### src/rtl/shot_control.sv
// rtl/shot_control.sv - laser-paddle shot manager; optional piercing shots under SHOT_PIERCE_EN
module shot_control #(
    parameter int SHOT_NUM  = 2,
    parameter int COORD_W   = 10,
    parameter int TICK_DIV  = 250000,
    parameter int SPEED     = 4,
    parameter int TOP_Y     = 16,
    parameter int SPAWN_OFS = 8,
    parameter int COOLDOWN  = 10,
    parameter int GRID_X0   = 0,
    parameter int GRID_Y0   = 32,
    parameter int BW_LOG2   = 5,
    parameter int BH_LOG2   = 4,
    parameter int ROWS      = 12,
    parameter int COLS      = 20
) (
    input  logic                        clock,
    input  logic                        reset,
    input  logic                        enable,
    input  logic                        fire,
`ifdef SHOT_PIERCE_EN
    input  logic                        pierce,
`endif
    input  logic [COORD_W-1:0]          p_x,
    input  logic [COORD_W-1:0]          p_y,
    input  logic                        bm_ready,
    input  logic [3:0]                  bm_block,
    output logic                        bm_enable,
    output logic [4:0]                  bm_row,
    output logic [4:0]                  bm_col,
    output logic [1:0]                  bm_func,
    output logic [SHOT_NUM*COORD_W-1:0] s_x,
    output logic [SHOT_NUM*COORD_W-1:0] s_y,
    output logic [SHOT_NUM-1:0]         s_active,
    output logic                        hit,
    output logic                        fire_drop,
    output logic                        busy
);
    localparam int TW  = (TICK_DIV > 1) ? $clog2(TICK_DIV) : 1;
    localparam int CDW = (COOLDOWN > 0) ? $clog2(COOLDOWN + 1) : 1;
    localparam int IW  = (SHOT_NUM > 1) ? $clog2(SHOT_NUM) : 1;
    localparam logic [COORD_W:0] X0 = (COORD_W+1)'(GRID_X0);
    localparam logic [COORD_W:0] Y0 = (COORD_W+1)'(GRID_Y0);

    typedef enum logic [2:0] {IDLE, MOVE, SCAN, QREQ, QWAIT, HREQ, HWAIT} state_t;
    state_t state, state_n;

    logic [TW-1:0]      tick_cnt;
    logic               tick;
    logic [CDW-1:0]     cool;
    logic [IW-1:0]      idx, idx_n;
    logic [COORD_W-1:0] x_r [SHOT_NUM];
    logic [COORD_W-1:0] y_r [SHOT_NUM];
    logic [SHOT_NUM-1:0] act;
    logic               any_free;
    logic [IW-1:0]      free_idx;
    logic               fire_ok;
    logic [COORD_W:0]   dx, dy;
    logic [COORD_W-1:0] row_full, col_full;
    logic               outside;
    logic               last;
    logic               hit_retire;

    assign tick    = enable && (tick_cnt == TW'(TICK_DIV - 1));
    assign last    = (idx == IW'(SHOT_NUM - 1));
    assign fire_ok = fire && enable && (cool == '0) && any_free;

`ifdef SHOT_PIERCE_EN
    logic [SHOT_NUM-1:0] prc;
    assign hit_retire = !prc[idx];
`else
    assign hit_retire = 1'b1;
`endif

    always_ff @(posedge clock) begin
        if (reset) begin
            tick_cnt <= '0;
            cool     <= '0;
        end else begin
            if (enable)
                tick_cnt <= tick ? '0 : tick_cnt + 1'b1;
            if (fire_ok)
                cool <= CDW'(COOLDOWN);
            else if (tick && cool != '0)
                cool <= cool - 1'b1;
        end
    end

    always_comb begin
        any_free = 1'b0;
        free_idx = '0;
        for (int k = SHOT_NUM - 1; k >= 0; k--) begin
            if (!act[k]) begin
                any_free = 1'b1;
                free_idx = IW'(k);
            end
        end
    end

    // Borrow out of the origin subtraction flags a coordinate left of / above the grid
    always_comb begin
        dx       = {1'b0, x_r[idx]} - X0;
        dy       = {1'b0, y_r[idx]} - Y0;
        col_full = dx[COORD_W-1:0] >> BW_LOG2;
        row_full = dy[COORD_W-1:0] >> BH_LOG2;
        outside  = dx[COORD_W] || dy[COORD_W] ||
                   (row_full >= COORD_W'(ROWS)) || (col_full >= COORD_W'(COLS));
    end

    always_comb begin
        state_n = state;
        idx_n   = idx;
        unique case (state)
            IDLE:  if (tick) state_n = MOVE;
            MOVE: begin
                state_n = SCAN;
                idx_n   = '0;
            end
            SCAN: begin
                if (act[idx] && !outside) state_n = QREQ;
                else if (last)            state_n = IDLE;
                else                      idx_n   = idx + 1'b1;
            end
            QREQ:  state_n = QWAIT;
            QWAIT: begin
                if (bm_ready) begin
                    if (bm_block != 4'd0) state_n = HREQ;
                    else if (last)        state_n = IDLE;
                    else begin
                        state_n = SCAN;
                        idx_n   = idx + 1'b1;
                    end
                end
            end
            HREQ:  state_n = HWAIT;
            HWAIT: begin
                if (bm_ready) begin
                    if (last) state_n = IDLE;
                    else begin
                        state_n = SCAN;
                        idx_n   = idx + 1'b1;
                    end
                end
            end
            default: state_n = IDLE;
        endcase
    end

    always_ff @(posedge clock) begin
        if (reset) begin
            state  <= IDLE;
            idx    <= '0;
            bm_row <= '0;
            bm_col <= '0;
        end else begin
            state <= state_n;
            idx   <= idx_n;
            if (state == SCAN && state_n == QREQ) begin
                bm_row <= row_full[4:0];
                bm_col <= col_full[4:0];
            end
        end
    end

    // Later assignments win: a spawn overrides move/retire for its slot
    always_ff @(posedge clock) begin
        if (reset) begin
            act       <= '0;
            fire_drop <= 1'b0;
            for (int k = 0; k < SHOT_NUM; k++) begin
                x_r[k] <= '0;
                y_r[k] <= '0;
            end
`ifdef SHOT_PIERCE_EN
            prc <= '0;
`endif
        end else begin
            fire_drop <= fire && enable && (cool == '0) && !any_free;
            if (state == MOVE) begin
                for (int k = 0; k < SHOT_NUM; k++) begin
                    if (act[k]) begin
                        if (y_r[k] >= COORD_W'(TOP_Y + SPEED))
                            y_r[k] <= y_r[k] - COORD_W'(SPEED);
                        else
                            act[k] <= 1'b0;
                    end
                end
            end
            if (state == HWAIT && bm_ready && hit_retire)
                act[idx] <= 1'b0;
            if (fire_ok) begin
                x_r[free_idx] <= p_x;
                y_r[free_idx] <= p_y - COORD_W'(SPAWN_OFS);
                act[free_idx] <= 1'b1;
`ifdef SHOT_PIERCE_EN
                prc[free_idx] <= pierce;
`endif
            end
        end
    end

    always_comb begin
        s_x = '0;
        s_y = '0;
        for (int k = 0; k < SHOT_NUM; k++) begin
            s_x[k*COORD_W +: COORD_W] = x_r[k];
            s_y[k*COORD_W +: COORD_W] = y_r[k];
        end
    end

    assign s_active  = act;
    assign bm_enable = (state == QREQ) || (state == HREQ);
    assign bm_func   = (state == HREQ || state == HWAIT) ? 2'b01 : 2'b00;
    assign hit       = (state == HREQ);
    assign busy      = (state != IDLE);
endmodule

### config.mk
export PLATFORM = sky130hd
export DESIGN_NAME = shot_control
export DESIGN_NICKNAME = d
export VERILOG_FILES = /design/src/rtl/shot_control.sv
export SDC_FILE = /design/constraint.sdc
export NUM_CORES = 1
export LEC_CHECK = 0
export ABC_AREA = 1
export BUFFER_PORTS_ARGS = -buffer_cell sky130_fd_sc_hd__buf_2
export CAP_MARGIN = 10
export CORE_AREA = 2 2 109 111
export CTS_CLUSTER_SIZE = 28
export DETAILED_ROUTE_END_ITERATION = 6
export DIE_AREA = 0 0 111 113
export PLACE_DENSITY = 0.58
export SETUP_SLACK_MARGIN = 0.2
export SLEW_MARGIN = 20
export SYNTH_ARGS = -nofsm -noshare
export SYNTH_HDL_FRONTEND = slang
export SYNTH_SLANG_ARGS = --single-unit
### constraint.sdc
create_clock -name clock -period 4.5 [get_ports clock]
set_input_delay 0 -clock clock [delete_from_list [all_inputs] [get_ports clock]]
set_output_delay 0 -clock clock [all_outputs]
set_load 0.1 [all_outputs]
# Word level (Yosys, flattened, before mapping)
# Memories as Yosys holds them, arrays and structs flattened. A register that Yosys moved wholly into a read port is not among the register bits.
# Cells that the tools add are included.
# totals
memories,2
ram_bits,40
ff_bits,39
elab_cells,126
inputBits,29
# memory_table
name,words,word_bits,rd,rd_clocked_by_memory_dff,wr,line,source
x_r,2,10,3,1,2,52,logic [COORD_W-1:0] x_r [SHOT_NUM];
y_r,2,10,3,1,3,53,logic [COORD_W-1:0] y_r [SHOT_NUM];
# classes
n_reduce_logical,27
addsub,7
muxes,56
order_cmp,8
n_eq_ne,12
bitwise,5
# ops
cell,count
$mux W1,34
$mux W10,3
$pmux W3 S7,1
$ge A10 B5 Y1 const B,2
$sub A10 B3 Y10 const B,2
$add A18 B1 Y18 const B,1
$eq A18 B18 Y1 const B,1
$mux W18,1
$mux W3,6
$mux W2,6
$reduce_bool A4 Y1,3
$logic_and A1 B1 Y1,11
$sub A10 B6 Y11 const B,1
$reduce_or A10 Y1,1
$sub A10 B4 Y10 const B,1
$eq A3 B2 Y1 const B,3
$eq A3 B3 Y1 const B,3
$mux W4,2
$ne A2 B2 Y1 const B,4
$ge A6 B4 Y1 const B,1
$ge A5 B5 Y1 const B,1
$reduce_and A5 Y1,1
$logic_not A4 Y1,1
$logic_or A1 B1 Y1,4
other kinds (16),21

# Depth between registers and ports, before layout
# Gate-level depths: netlist (run 1).
# An unclocked memory read counts as a cell.
# depth
ltp_word,11
ltp_mapped,14

# Worst setup path before layout (run 1)
# OpenSTA, ideal clock, no wires.
# synth_timing
path_type,register to output
from,register state[0]
to,output port bm_enable
path_stages_with_launch,7
slack_ns,1.703
arrival_time_ns,2.797
cell_sequence,dfxtp_1 -> inv_1 -> nor2_1 -> inv_1 -> nor2_1 -> inv_1 -> nand2_1
# synth_between
elab_chain_cells,2
word_cells_on_any_way,3
classes_between,2 x eq/ne; 1 x reduce/logical
# synth_lines
element,line,source
"start, declared",46,"state_t state, state_n;"
"start signal, assigned",156,state <= state_n;
$eq A3 B3 Y1,--,
via hit,35,"output logic hit,"
$logic_or A1 B1 Y1,212,assign bm_enable = (state == QREQ) || (state == HREQ);
"end, declared",28,"output logic bm_enable,"
# The timed path passes the listed nets, and every way through them passes these cells.

==> flow_summary_export.csv, run 1 <==
group,metric,value,unit
run_status,status,"completed",
detailed_routing,firstDrtPassIters,5,
synth,synth_area,4440,um2
synth,synth_edf_count,40,
synth,synth-async-reset-ratio,0,%
sta,finalMaxSlewViolations,0,
clock_network,clk_path_buf_depth,2,
synth,yosysSeqAreaShare,45.1,%
place,placedCellCount,775,
worst_setup_path,crit_path_max_incr_delay,0.83,ns
floorplanning,rows,39,
sta,clock_skew,0.0101,ns
sta,worst_pin_slew,0.787,ns
worst_setup_path,worstSetupStartpointType,"register",
global_routing,grt_usage,18.6,%
worst_setup_path,critPathMaxFanout,17,
worst_setup_path,worstSetupPathType,"reg2reg",
worst_setup_path,crit_slowest_cell,"dfxtp_1",
finish,final_cell_mix,"nand2_1 (118), buf_2 (85), inv_1 (79)",
finish,syn2layout_area_growth,21.7,%
finish,fillers,1102,
sta,rsz0062_at_grt,"false",
worst_setup_path,crit_required,4.69,ns
synth,synthDistinctLibCells,45,
global_routing,grt_pass1_wl,18.6,mm
detailed_routing,drc_errors,0,
sta,finalHoldViolCount,0,
pwr,power.density,358,nW/um2
finish,mostFrequentLayoutCell,"nand2_1",
floorplanning,core,11300,um2
pwr,p_leak,2.48,nW
place,io_buffer_count,85,
clock_network,path_clk_slew,0.06,ns
sta,finalCriticalPeriod,2.44,ns
detailed_routing,wl,11.4,mm
pwr,vdd_drop_max,198,uV
global_routing,grt_max_degree,25,
worst_setup_path,crit_path_end_kind,"register",
floorplanning,die_h,113,um
clock_network,cts_root_buf,"clkbuf_16",
finish,instances_no_fill,805,
detailed_routing,drt_iter0_drc,254,
detailed_routing,wl_per_cell,14.2,um
clock_network,clkLatencyLatePin,0.34,ns
global_routing,grt_overflow,0,
sta,fmax,409,MHz
min_path,hold_path.class,"in2reg",
finish,nNetsFinal,694,
floorplanning,num_io_pins,87,
finish,antennaDiodeCount,0,
detailed_routing,dr_total_vias,4051,
detailed_routing,routed_via_density,5.03,
clock_network,cts_tree,"built",
finish,drive_gt1_share,22.2,%
place,gp_congestion,0.838,
floorplanning,die_w,111,um
global_routing,grt_pass1_vias,3848,
worst_setup_path,crit_chain,"inv_4 > nand2_1 > nand2_2 > ha_1 > inv_1 > nand3_1 > nand2_1 > nor2_2 > nor2_8 > nand3_4 > nand3_1 > a21oi_1",
worst_setup_path,reg2reg_slack,2.06,ns
sta,relSlewSlack,47.4,%
clock_network,cts_sinks,80,
floorplanning,start_util,39.4,%
floorplanning,die-area,12500,um2
clock_network,numCtsBuffers,9,
synth,synth_seq_cells,80,
sta,setup_viol,0,
finish,finish.utilization,47.9,%
clock_network,h-tree-depth,3,
worst_setup_path,critPathBufInv,2,
detailed_routing,drtAntennaViolNets,0,
worst_setup_path,path_delay_family,"simple AND/OR/NAND/NOR gates",
global_routing,antenna_found_initial,0,
flow_run,drv_cap,0,
synth,syn-num-nets,597,
synth,synth_cells,560,
sta,tns,0,ns
sta,min_period_over_period,54.3,%
synth,yosysWarnings,0,
synth,synth_ff_type,"edfxtp_1",
synth,synth_area_per_cell,7.93,um2
worst_setup_path,crit_arrival,2.64,ns
place,dp_hpwl,8.54,mm
## per-layer routing
metal	vias to the layer above	routed length (um)	track usage, %
met5	-	0	0
met4	0	235	7.42
met3	18	780	3.75
met2	153	5070	29.2
met1	1869	5330	25.2
li1	2011	-	-
## cell type report
cell class	count	area [um2]	share of cell area, %
sequential	80	2000	37.1
tap	143	179	3.31
clock buffer	10	229	4.24
clock inverter	6	91.3	1.69
inverter	86	325	6.02
multi-input combinational	381	2010	37.2
timing repair buffer	99	566	10.5
## flip-flops by register name (all words and copies together) (netlist names), named ones only
register / flops
bm_col: 5
bm_row: 5
cool: 4
fire_drop: 1
idx: 1
s_active: 2
state: 3
tick_cnt: 18
x_r: 20
y_r: 20
## Yosys cell counts, types with 2 or more instances
library cell | count | share of area [%]
a21oi_1 | 14 | 1.6
a21oi_2 | 9 | 1.8
buf_2 | 6 | 0.68
buf_6 | 2 | 0.51
dfxtp_1 | 40 | 18
edfxtp_1 | 40 | 27
ha_1 | 8 | 2.3
inv_1 | 79 | 6.7
inv_2 | 6 | 0.51
nand2_1 | 118 | 10
nand2_2 | 13 | 1.8
nand2_4 | 3 | 0.76
nand3_1 | 48 | 5.4
nand3b_1 | 2 | 0.34
nand4_1 | 19 | 2.7
nor2_1 | 69 | 5.8
nor2_2 | 5 | 0.70
nor3_1 | 19 | 2.1
o21ai_0 | 12 | 1.4
o21ai_2 | 4 | 0.79
xnor2_1 | 4 | 0.79
xor2_1 | 17 | 3.4
## timing repair
| action | in CTS | in global routing |
|---|---|---|
| hold buffers | 14 | 0 |
| buffers inserted | 0 | 0 |
| gates resized for setup | 0 | 0 |
| hold endpoints to repair | 28 | 0 |
## report_power, final
part | switching (mW) | total (mW) | internal [mW]
clock network | 0.307 | 0.797 | 0.490
logic | 0.259 | 0.324 | 0.0651
registers | 0.0228 | 0.813 | 0.790
## per-stage QoR
stage	hold WS, ns	area (um2)	power [mW]	worst slack [ns]
floorplan	0.182	4440	1.08	1.70
global placement	0.319	4940	1.14	2.18
detailed placement	0.307	4940	1.14	2.08
CTS	0.0190	5400	1.95	2.05
global route	0.0163	5400	2.00	1.83
finish	0.0231	5400	1.93	2.06
## worst register-to-register path, stage by stage (launching register included)
cell     delay, ns
dfxtp_1       0.83
inv_4         0.11
nand2_1       0.11
nand2_2       0.07
ha_1          0.22
inv_1         0.07
nand3_1       0.08
nand2_1       0.11
nor2_2        0.07
nor2_8        0.17
nand3_4       0.21
nand3_1       0.16
a21oi_1       0.08
## worst paths after layout
check / start / depth (start not counted) / endpoint
hold reg to reg: bm_row[4] / 2 / bm_row[4]
setup / recovery: register / 12 / idx
setup reg to reg: register / 12 / idx
hold / removal: fire / 3 / fire_drop
## kinds of logic after synthesis
| logic type | share of synthesized area (%) |
|---|---|
| AOI/OAI and AO/OA | 6.91 |
| xor gates and xnor gates | 4.14 |
| adders and majority gates | 2.26 |
| buffers and inverters | 9.64 |
| DFF | 45.1 |
| other | 0.0845 |
| and+or+nand+nor | 31.9 |
Power figures use the tool's default switching activity.
==> run 2, diff against run 1 <==
--- a/config.mk
+++ b/config.mk
@@ -5,14 +5,14 @@
 export SDC_FILE = /design/constraint.sdc
 export NUM_CORES = 1
 export LEC_CHECK = 0
-export ABC_AREA = 1
+export ABC_AREA = 0
 export BUFFER_PORTS_ARGS = -buffer_cell sky130_fd_sc_hd__buf_2
 export CAP_MARGIN = 10
-export CORE_AREA = 2 2 109 111
+export CORE_AREA = 2 2 105 107
 export CTS_CLUSTER_SIZE = 28
 export DETAILED_ROUTE_END_ITERATION = 6
-export DIE_AREA = 0 0 111 113
-export PLACE_DENSITY = 0.58
+export DIE_AREA = 0 0 107 109
+export PLACE_DENSITY = 0.61
 export SETUP_SLACK_MARGIN = 0.2
 export SLEW_MARGIN = 20
 export SYNTH_ARGS = -nofsm -noshare
==> constraint.sdc (replaced) <==
create_clock -name clock -period 2 [get_ports clock]
set_input_delay 0 -clock clock [delete_from_list [all_inputs] [get_ports clock]]
set_output_delay 0 -clock clock [all_outputs]
set_load 0.1 [all_outputs]
==> flow_summary_export.csv, run 2 <==
group,metric,value,unit
worst_setup_path,ff2ff_path_depth,8,
synth,synth_top_area_cell,"edfxtp_1",
finish,top_regs,"x_r x20, y_r x20, tick_cnt x18",
worst_setup_path,crit_required,2.24,ns
sta,setup_viol,38,
floorplanning,start_util,39.0,%
place,placement.cell_area,5070,um2
run_status,status,"complete, but fails checks",
detailed_routing,drtAntennaViolNets,0,
min_path,hold_end,"state[2]",
synth,syn-num-nets,447,
sta,finalHoldViolCount,0,
floorplanning,die-area,11700,um2
min_path,hold_path.class,"in2reg",
detailed_routing,dr_total_vias,3703,
worst_setup_path,crit_arrival,2.38,ns
detailed_routing,wl,11.9,mm
place,dp_hpwl,7.92,mm
synth,synth_seq_cells,80,
floorplanning,rows,38,
synth,yosysTopAreaCellShare,29.0,%
sta,tns,-2.24,ns
detailed_routing,drc_errors,0,
worst_setup_path,worstSetupPathType,"reg2reg",
pwr,power.density,643,nW/um2
synth,netlist_top_cells_area,"edfxtp_1 (29%), dfxtp_1 (19%), xor2_1 (4.2%)",
place,gp_congestion,0.890,
place,pre_cts_slack,-0.205,ns
place,io_buffer_count,85,
worst_setup_path,reg2reg_slack,-0.14,ns
global_routing,grt_max_degree,16,
pwr,p_total,3.93,mW
sta,fmax,467,MHz
sta,rsz0062_at_grt,"true",
global_routing,antenna_found_initial,0,
sta,min_period_over_period,107,%
synth,synth_area_per_cell,10.1,um2
detailed_routing,firstDrtPassIters,4,
min_path,min-delay-start,"bm_ready",
sta,finalMaxSlewViolations,0,
finish,fillers,896,
sta,fin_ws,-0.143,ns
floorplanning,core,10600,um2
detailed_routing,routed_via_density,5.12,
floorplanning,die_w,107,um
detailed_routing,wl_per_cell,16.5,um
sta,clock_skew,0.0117,ns
min_path,hold_depth,4,
global_routing,grt_overflow,0,
worst_setup_path,crit_path_end_kind,"register",
synth,synth_ff_type,"edfxtp_1",
finish,final_cell_mix,"buf_2 (83), buf_4 (51), edfxtp_1 (40)",
worst_setup_path,critPathMaxFanout,4,
finish,antennaDiodeCount,0,
run_status,violations,"negative setup slack",
detailed_routing,drt_iter0_drc,157,
sta,finalCriticalPeriod,2.14,ns
synth,synth-async-reset-ratio,0,%
pwr,vdd_drop_max,520,uV
floorplanning,die_h,109,um
finish,multi_input_area,2380,um2
global_routing,grt_pass1_vias,3520,
finish,drive_gt1_share,47.2,%
finish,final_area,6100,um2
synth,synth_area,4140,um2
sta,relSlewSlack,55.7,%
synth,yosysWarnings,0,
synth,yosysSeqAreaShare,48.4,%
flow_run,drv_cap,0,
clock_network,numCtsBuffers,9,
clock_network,clkLatencyLatePin,0.36,ns
synth,synthDistinctLibCells,58,
clock_network,cts_tree,"built",
synth,synth_cells,410,
worst_setup_path,worstSetupStartpointType,"register",
global_routing,grt_pass1_wl,17.8,mm
global_routing,grt_usage,19.8,%
worst_setup_path,r2r-start,"y_r[0][6]",
floorplanning,num_io_pins,87,
sta,worst_pin_slew,0.659,ns
pwr,p_leak,2.49,nW
finish,mostFrequentLayoutCell,"buf_2",
finish,regArea,2020,um2
clock_network,cts_sinks,80,
finish,syn2layout_area_growth,47.5,%
synth,synth_edf_count,40,
finish,nNetsFinal,615,
synth,yosys-top-cells-count,"dfxtp_1 (40), edfxtp_1 (40), nor2_1 (37)",
clock_network,h-tree-depth,3,
clock_network,clk_path_buf_depth,2,
clock_network,cts_root_buf,"clkbuf_8",
clock_network,path_clk_slew,0.08,ns
-- run 2: cell count changes in the layout (fill, tap and decap cells not counted), moves of 10 or more --
| cell | previous run | this run |
|---|---|---|
| nand2_1 | 118 | 24 |
| inv_1 | 79 | 12 |
| buf_4 | 0 | 51 |
| nand3_1 | 48 | 9 |
| nor2_1 | 69 | 34 |
| and2_4 | 0 | 23 |
| buf_6 | 0 | 18 |
| nand2_2 | 13 | 0 |
| xnor2_1 | 4 | 17 |
| clkbuf_8 | 0 | 10 |
| nor3_1 | 19 | 9 |
-- run 2: logic make-up (layout without fill, tap and decap cells) --
kind of cell / count (synthesis) / count (layout) / share of synthesized area (%)
and+or+nand+nor: 167 / 169 / 21.7
DFF: 80 / 80 / 48.4
AOI/OAI and AO/OA: 69 / 69 / 12.0
xor gates and xnor gates: 38 / 38 / 8.23
buffers and inverters: 35 / 206 / 4.14
muxes: 12 / 12 / 2.96
adders and majority gates: 8 / 8 / 2.42
other: 1 / 1 / 0.0907
-- run 2: through the flow --
stage,hold slack [ns],instances,utilization [%]
after floorplan,0.152,410,-
after global placement,0.287,661,47.8
after detailed placement,0.294,661,47.8
after CTS,0.0270,704,53.4
after global routing,0.0839,723,57.6
final,0.0369,723,57.6
-- run 2: layer usage --
metal	vias to the layer above	track usage, %	part of all wire [%]
li1	1822	-	-
met1	1750	24.7	42
met2	107	33.2	50
met3	24	3.89	5.2
met4	0	9.28	2.7
met5	-	0	0
-- run 2: worst max-delay path, stage by stage, from the launching register on --
cell      delay, ns
edfxtp_1       0.44
mux2i_2        0.20
ha_2           0.23
nor3b_4        0.20
mux2i_2        0.28
o2111a_2       0.28
buf_6          0.11
nand2_4        0.05
a32o_1         0.22
-- run 2: worst max path at each step --
stage	slack (ns)	to	start
2_1_floorplan	-0.58	register	y_r[0][5]
3_3_place_gp	-0.15	bm_col[4]	register
3_5_place_dp	-0.21	bm_col[4]	register
4_1_cts	-0.06	bm_row[3]	y_r[0][6]
5_1_grt	-0.26	register	y_r[0][6]
6_report	-0.14	register	y_r[0][6]
-- run 2: what timing repair did --
action                                 CTS  global route
pin swaps                               18            33
resized for setup                       35            73
buffers inserted                         9            15
endpoints found under the hold margin   29             0
gates cloned                             3             4
setup endpoints to repair              108           110
hold buffers                            15             0
-- run 2: final cells by class --
| type | count | area share, % |
|---|---|---|
| well taps | 140 | 2.87 |
| clock buffers | 11 | 2.67 |
| clock inverters | 5 | 0.595 |
| repair buffers | 174 | 20.8 |
| inverters | 16 | 0.984 |
| multi-input cells | 297 | 39.0 |
| flip-flops and latches | 80 | 33.0 |
-- run 2: where the power goes --
| group | internal [mW] | switching [mW] | leakage (nW) |
|---|---|---|---|
| sequential | 1.77 | 0.0379 | 0.742 |
| combinational | 0.292 | 0.623 | 1.65 |
| clock | 0.565 | 0.634 | 0.105 |
